## config.mk

```make
export PLATFORM = sky130hd
export DESIGN_NAME = inst_fetch_queue
export DESIGN_NICKNAME = d
export VERILOG_FILES = /design/src/rtl/inst_fetch_queue.sv
export SDC_FILE = /design/constraint.sdc
export NUM_CORES = 1
export LEC_CHECK = 0
export BUFFER_PORTS_ARGS = -buffer_cell sky130_fd_sc_hd__clkbuf_2
export CAP_MARGIN = 0
export CORE_ASPECT_RATIO = 1.25
export CORE_MARGIN = 4
export CORE_UTILIZATION = 30
export CTS_BUF_LIST = sky130_fd_sc_hd__clkbuf_4
export CTS_CLUSTER_DIAMETER = 50
export DETAILED_ROUTE_END_ITERATION = 10
export GPL_TIMING_DRIVEN = 1
export HOLD_SLACK_MARGIN = 0.15
export PLACE_DENSITY = 0.54
export SYNTH_ARGS = -nofsm -noshare
export SYNTH_HDL_FRONTEND = slang
export SYNTH_SLANG_ARGS = --single-unit
```

## constraint.sdc

```tcl
create_clock -name clk_i -period 4.45 [get_ports clk_i]
set_clock_uncertainty 0.05 [all_clocks]
set_input_delay 0.6675 -clock clk_i [delete_from_list [all_inputs] [get_ports clk_i]]
set_output_delay 0.6675 -clock clk_i [all_outputs]
set_load 0.1 [all_outputs]
```

## src/rtl/inst_fetch_queue.sv

```systemverilog
// Instruction fetch front-end: issues one request at a time to a variable-latency
// instruction memory and buffers returned words with their PC+4 for decode.
module inst_fetch_queue #(
    parameter int unsigned DEPTH    = 4,
    parameter logic [31:0] RESET_PC = 32'h0000_0000
) (
    input  logic                   clk_i,
    input  logic                   rst_i,
    input  logic                   start_i,
    output logic                   imem_req_o,
    output logic [31:0]            imem_addr_o,
    input  logic                   imem_ack_i,
    input  logic [31:0]            imem_data_i,
    output logic                   valid_o,
    input  logic                   ready_i,
    output logic [31:0]            inst_o,
    output logic [31:0]            pc_plus4_o,
    input  logic                   flush_i,
    input  logic [31:0]            flush_pc_i,
    output logic [$clog2(DEPTH):0] count_o
);

    localparam int unsigned AW = $clog2(DEPTH);
    localparam int unsigned CW = AW + 1;

    typedef enum logic [1:0] {
        IDLE    = 2'd0,
        WAIT    = 2'd1,
        DISCARD = 2'd2
    } state_t;

    state_t          state;
    logic [31:0]     fetch_pc;
    logic [31:0]     pc_next4;

    logic [31:0]     inst_mem [DEPTH];
    logic [31:0]     pc4_mem  [DEPTH];
    logic [AW-1:0]   rd_ptr;
    logic [AW-1:0]   wr_ptr;
    logic [CW-1:0]   count;
    logic [CW-1:0]   count_next;
    logic            push;
    logic            pop;
    logic            issue_ok;

    assign pc_next4   = fetch_pc + 32'd4;
    assign valid_o    = (count != '0);
    assign count_o    = count;
    assign push       = (state == WAIT) & imem_ack_i & ~flush_i;
    assign pop        = valid_o & ready_i & ~flush_i;
    assign count_next = count + CW'(push) - CW'(pop);
    // Slot for the next response is reserved at issue, so a push never finds the FIFO full.
    assign issue_ok   = start_i & ~flush_i & (count_next < CW'(DEPTH));

    assign inst_o     = valid_o ? inst_mem[rd_ptr] : 32'h0;
    assign pc_plus4_o = valid_o ? pc4_mem[rd_ptr]  : 32'h0;

    // Request FSM; imem_addr_o tracks fetch_pc except while a stale request drains.
    always_ff @(posedge clk_i) begin
        if (rst_i) begin
            state       <= IDLE;
            fetch_pc    <= RESET_PC;
            imem_req_o  <= 1'b0;
            imem_addr_o <= RESET_PC;
        end else begin
            case (state)
                IDLE: begin
                    if (flush_i) begin
                        fetch_pc    <= flush_pc_i;
                        imem_addr_o <= flush_pc_i;
                    end else if (issue_ok) begin
                        state      <= WAIT;
                        imem_req_o <= 1'b1;
                    end
                end
                WAIT: begin
                    if (imem_ack_i && flush_i) begin
                        fetch_pc    <= flush_pc_i;
                        imem_addr_o <= flush_pc_i;
                        state       <= IDLE;
                        imem_req_o  <= 1'b0;
                    end else if (imem_ack_i) begin
                        fetch_pc    <= pc_next4;
                        imem_addr_o <= pc_next4;
                        if (!issue_ok) begin
                            state      <= IDLE;
                            imem_req_o <= 1'b0;
                        end
                    end else if (flush_i) begin
                        fetch_pc <= flush_pc_i;
                        state    <= DISCARD;
                    end
                end
                DISCARD: begin
                    if (flush_i) begin
                        fetch_pc <= flush_pc_i;
                    end
                    if (imem_ack_i) begin
                        state       <= IDLE;
                        imem_req_o  <= 1'b0;
                        imem_addr_o <= flush_i ? flush_pc_i : fetch_pc;
                    end
                end
                default: begin
                    state      <= IDLE;
                    imem_req_o <= 1'b0;
                end
            endcase
        end
    end

    // Queue pointers and occupancy; flush wins over push and pop.
    always_ff @(posedge clk_i) begin
        if (rst_i || flush_i) begin
            rd_ptr <= '0;
            wr_ptr <= '0;
            count  <= '0;
        end else begin
            if (push) begin
                wr_ptr <= wr_ptr + AW'(1);
            end
            if (pop) begin
                rd_ptr <= rd_ptr + AW'(1);
            end
            count <= count_next;
        end
    end

    always_ff @(posedge clk_i) begin
        if (push && !rst_i) begin
            inst_mem[wr_ptr] <= imem_data_i;
            pc4_mem[wr_ptr]  <= pc_next4;
        end
    end

endmodule

```

### Yosys cells after proc, flatten, opt, wreduce, memory -nomap -nowiden

Memories as Yosys holds them, arrays and structs flattened. A register that Yosys moved wholly into a read port is not among the register bits.
Index checks and enable logic that the tools add are counted.

* logic and storage cells: 76
* register bits: 74
* bits in writable memories: 256
* memories kept: 2

* bitwise gates (word level): 7
* multiplexer cells: 32
* add/subtract/negate cells: 5
* magnitude comparators: 1
* reduce and logical (&&, ||, !) cells: 12
* equality and inequality tests: 10

Memories
* inst_mem: words 4, bits a word 32, rd ports 1, clocked after memory_dff 1, wr ports 1, RTL line 36 `logic [31:0] inst_mem [DEPTH];`
* pc4_mem: words 4, bits a word 32, rd ports 1, clocked after memory_dff 1, wr ports 1, RTL line 37 `logic [31:0] pc4_mem [DEPTH];`

Operators by type and width (number)
* $mux 32: 9
* $pmux 32 s3: 1
* $pmux 32 s2: 1
* $add 32x3->32 const B: 1
* $mux 2: 11
* $reduce_and 5->1: 2
* $mux 1: 8
* $ne 2x2->1 const B: 4
* $ne 4x3->1 const B: 2
* $and 1x1->1: 6
* $ne 3x2->1 const B: 2
* $pmux 2 s3: 1
* $reduce_bool 3->1: 2
* $add 2x1->2 const B: 2
* $reduce_and 4->1: 1
* $add 3x1->3: 1
* $lt 3x3->1 const B: 1
* $pmux 1 s3: 1
* $sub 3x1->3: 1
* $eq 2x1->1 const B: 1
* $eq 2x2->1 const B: 1
* $logic_and 1x1->1: 2
* $logic_not 2->1: 1
* $reduce_bool 2->1: 1
* 4 further kinds: 4

### Longest topological paths before layout

* depth in word-level cells: 11
* mapped depth: 13
* depth with buffers taken out: 12

### Worst setup path after synthesis

OpenSTA, ideal clock, no wires.

* path type: register -> output
* start point: reg count[1], in the netlist count_o[1]
* end point: out pc_plus4_o[22]
* cell stages (with the launch flop): 4
* path slack: 0.628 ns
* required time: 3.733 ns
* arrival time: 3.105 ns
* cells stage by stage: dfxtp_1 > or3_1 > clkbuf_1 > and2_1

* cells in the longest elaborated chain, start to end: 2

RTL lines
* from (decl): RTL line 40 `logic [CW-1:0] count;`
* from (signal assigned): RTL line 125 `count <= count_next;`
* $reduce_bool 3->1: RTL line 47 `assign valid_o = (count != '0);`
* net valid_o: RTL line 14 `output logic valid_o,`
* $mux 32: RTL line 56 `assign pc_plus4_o = valid_o ? pc4_mem[rd_ptr] : 32'h0;`
* to (decl): RTL line 17 `output logic [31:0] pc_plus4_o,`

The timed path passes the listed nets, and every way through them passes these cells.

==> results.sh <==
export IMPL_status="complete, no violations"
export IMPL_floorplan_die_area_um2=52300
export IMPL_synth_fa_ha_area_share_pct=1.08
export IMPL_core_area_um2=48200
export IMPL_die_width_um=205
export IMPL_drv_cap=0
export IMPL_post_route_period_util_pct=84.1
export IMPL_slew_headroom_pct=29.3
export IMPL_dr_total_vias=10300
export IMPL_postSynthAreaPerCell_um2=14.1
export IMPL_clock_sinks=332
export IMPL_synth_simple_gate_area_share_pct=10.4
export IMPL_drt_iter0_markers=754
export IMPL_detail_route_drc_violations=0
export IMPL_path_max_fanout=25
export IMPL_timing_hold_violations_final=0
export IMPL_wl_per_cell_um=21.0
export IMPL_timing_critical_path_to_type="output port"
export IMPL_crit_chain="buf_4, mux4_2, and2_1, clkbuf_2"
export IMPL_final_hold_worst_slack_ns=0.240
export IMPL_nets=1386
export IMPL_num_rows=90
export IMPL_synth_xor_area_share_pct=1.87
export IMPL_cts_root_buffer_cell="clkbuf_4"
export IMPL_timing_critical_path_buf_inv=2
export IMPL_post_cts_resized=0
export IMPL_timing_worst_slew_pin_value_ns=1.06
export IMPL_final_critical_delay_including_setup_and_external_delays_ns=3.74
export IMPL_grt_pass1_wl_mm=63.6
export IMPL_yosysMostFrequentCell="edfxtp_1"
export IMPL_crit_required_ns=3.73
export IMPL_synth_fp_nets=1118
export IMPL_ys_top_cells_by_area="edfxtp_1 53%, dfxtp_1 10%, mux4_2 9.9%, and2_1 2.9%, a21oi_1 1.8%"
export IMPL_worst_setup_path_start_kind="flop"
export IMPL_rsz0062_at_grt="no"
export IMPL_yosys_top_cells_count="256 x edfxtp_1, 76 x dfxtp_1, 67 x and2_1, 64 x mux4_2, 54 x a21oi_1"
export IMPL_largest_incremental_delay_on_the_critical_path_ns=0.75
export IMPL_cell_area_power_density_nw_per_um2=401
export IMPL_tritoncts_clock_tree="done"
export IMPL_netlist_cell_type_count=79
export IMPL_ys_dominant_reg_cell="edfxtp_1"
export IMPL_postCtsSetupBuffers=0
export IMPL_place_gp_congestion=0.869
export IMPL_synthDominantCellAreaShare_pct=52.6
export IMPL_synth_seq_cells=332
export IMPL_library_cell_with_the_largest_summed_area_after_synthesis="edfxtp_1"
export IMPL_synthesized_area_um2=14600
export IMPL_setup_tns_final_ns=0
export IMPL_portBuffers=170
export IMPL_first_global_vias=10500
export IMPL_worstPathArrival_ns=3.03
export IMPL_yosys_mux_area_fraction_pct=10.0
export IMPL_clock_latency_on_the_worst_skew_pair_ns=0.81
export IMPL_cp_top_family="flip-flops"
export IMPL_gr_total_overflow=0
export IMPL_cts_reportedPaths_clkPinSlew_ns=0.06
export IMPL_numCtsBuffers=87
export IMPL_htree_levels=3
export IMPL_synth_warning_count=0
export IMPL_peak_supply_drop_uv=234
export IMPL_antenna_found_initial=2
export IMPL_ant_nets=0
export IMPL_grt_start_max_net_pins=66
export IMPL_detailedRoute_firstPassIterationCount=5
export IMPL_grtUsageTotal_pct=16.0
export IMPL_async_reset_ff_share_pct=0
export IMPL_cts_max_path_buffers=3
export IMPL_drive_gt1_share_pct=31.5
export IMPL_setup_violations_final=0
export IMPL_leakagePower_uw=0.00636
export IMPL_drv_slew=0
export IMPL_die_height_um=255
export IMPL_finalWirelength_mm=42.4
export IMPL_netlist_instances=1036
export IMPL_dominant_combinational_cell_family_by_area_after_synthesis="compound AO/OA/AOI/OAI gates"
export IMPL_max_freq_mhz=267
export IMPL_hp_class="in -> reg"
export IMPL_synth_compound_area_share_pct=10.8
export IMPL_critical_path_slowest_cell="dfxtp_4"
export IMPL_area_growth_pct=22.8
export IMPL_setup_worst_path_class="reg -> out"
export IMPL_synth_edff_count=256
export IMPL_via_per_inst=5.09
export IMPL_dp_hpwl_mm=27.3
export IMPL_synth_sequential_area_ratio_pct=63.0
export IMPL_num_io_pins=171
export IMPL_initial_utilization_pct=30.3
stage by stage:
stage               total power [µW]  utilization, %  cells  area (µm²)  setup slack (ns)
floorplan                       4350               -   1036       14600             0.628
global route                    7530            37.2   2018       17900             0.533
CTS                             7310            37.2   2017       17900             0.528
detailed placement              4660            33.8   1799       16300             0.776
finish                          7200            37.2   2019       18000             0.706
global placement                4660            33.8   1799       16300             0.846
layout by cell type, fill, tap and decap left out, types with 10 or more instances in the layout:
| master | n |
|---|---|
| clkbuf_4 | 128 |
| nor2_1 | 51 |
| buf_4 | 22 |
| a221o_1 | 13 |
| clkbuf_2 | 170 |
| nor3_1 | 20 |
| a221oi_1 | 20 |
| nand3_1 | 26 |
| o21ai_0 | 50 |
| dfxtp_1 | 74 |
| inv_1 | 22 |
| nand2_1 | 39 |
| dlygate4sd3_1 | 60 |
| mux4_2 | 64 |
| edfxtp_1 | 256 |
| clkinv_1 | 26 |
| o21a_1 | 10 |
| ha_1 | 11 |
| nand4_1 | 11 |
| xnor2_1 | 17 |
| and2_1 | 67 |
| a21oi_1 | 54 |
final cells by class:
| class | count | area [µm²] |
|---|---|---|
| clock inverters | 30 | 115 |
| fillers | 4759 | 30200 |
| repair buffers | 258 | 1740 |
| clock buffers | 128 | 961 |
| well taps | 644 | 806 |
| diodes | 2 | 5.00 |
| flip-flops and latches | 332 | 9220 |
| inverters | 23 | 86.3 |
| multi-input cells | 602 | 5030 |
power by group:
part           switching, µW  internal, µW
Combinational            867           271
Clock                   1240          1320
Sequential              81.7          3420
registers in the layout, summed over array words and instances, names as in the netlist, named ones only:
name and cells:
inst_mem 128, pc4_mem 128, fetch_pc 32, imem_addr_o 32, count_o 3, rd_ptr 2, state 2, wr_ptr 2
imem_req_o 1
layer usage:
metal  GRT usage [%]  part of all wire, %
met1            20.6                   42
met3            3.05                  5.9
met2            26.7                   50
met5               0                    0
met4            6.55                  2.4
cell families (layout without fill, tap and decap cells):
logic type               Yosys count  in the layout
flip-flops                       332            332
AND/OR/NAND/NOR                  270            270
AO/OA/AOI/OAI                    227            227
buffers and inverters            102            439
multiplexers                      66             66
XOR/XNOR                          27             27
adder cells (fa/ha/maj)           12             12
other                              0              2
path summary, 6_finish.rpt:
path                            cells past startpoint  slack, ns      startpoint               to
worst min-delay path                                3       0.24  flush_pc_i[24]  imem_addr_o[24]
worst max-delay path                                4       0.71            flop    pc_plus4_o[0]
worst max register to register                     12       1.00        state[1]         state[0]
worst min register to register                      2       0.45  imem_addr_o[0]   imem_addr_o[0]
worst min-delay path, stage by stage:
cell	delay, ns
clkbuf_2	0.13
a221oi_1	0.10
a21oi_1	0.12
what timing repair did:
item / CTS / global route
endpoints found under the hold margin: 168 / 0
setup endpoints to repair: 0 / 0
hold buffers: 60 / 0
Note: power is estimated with default switching activity, not from simulation.
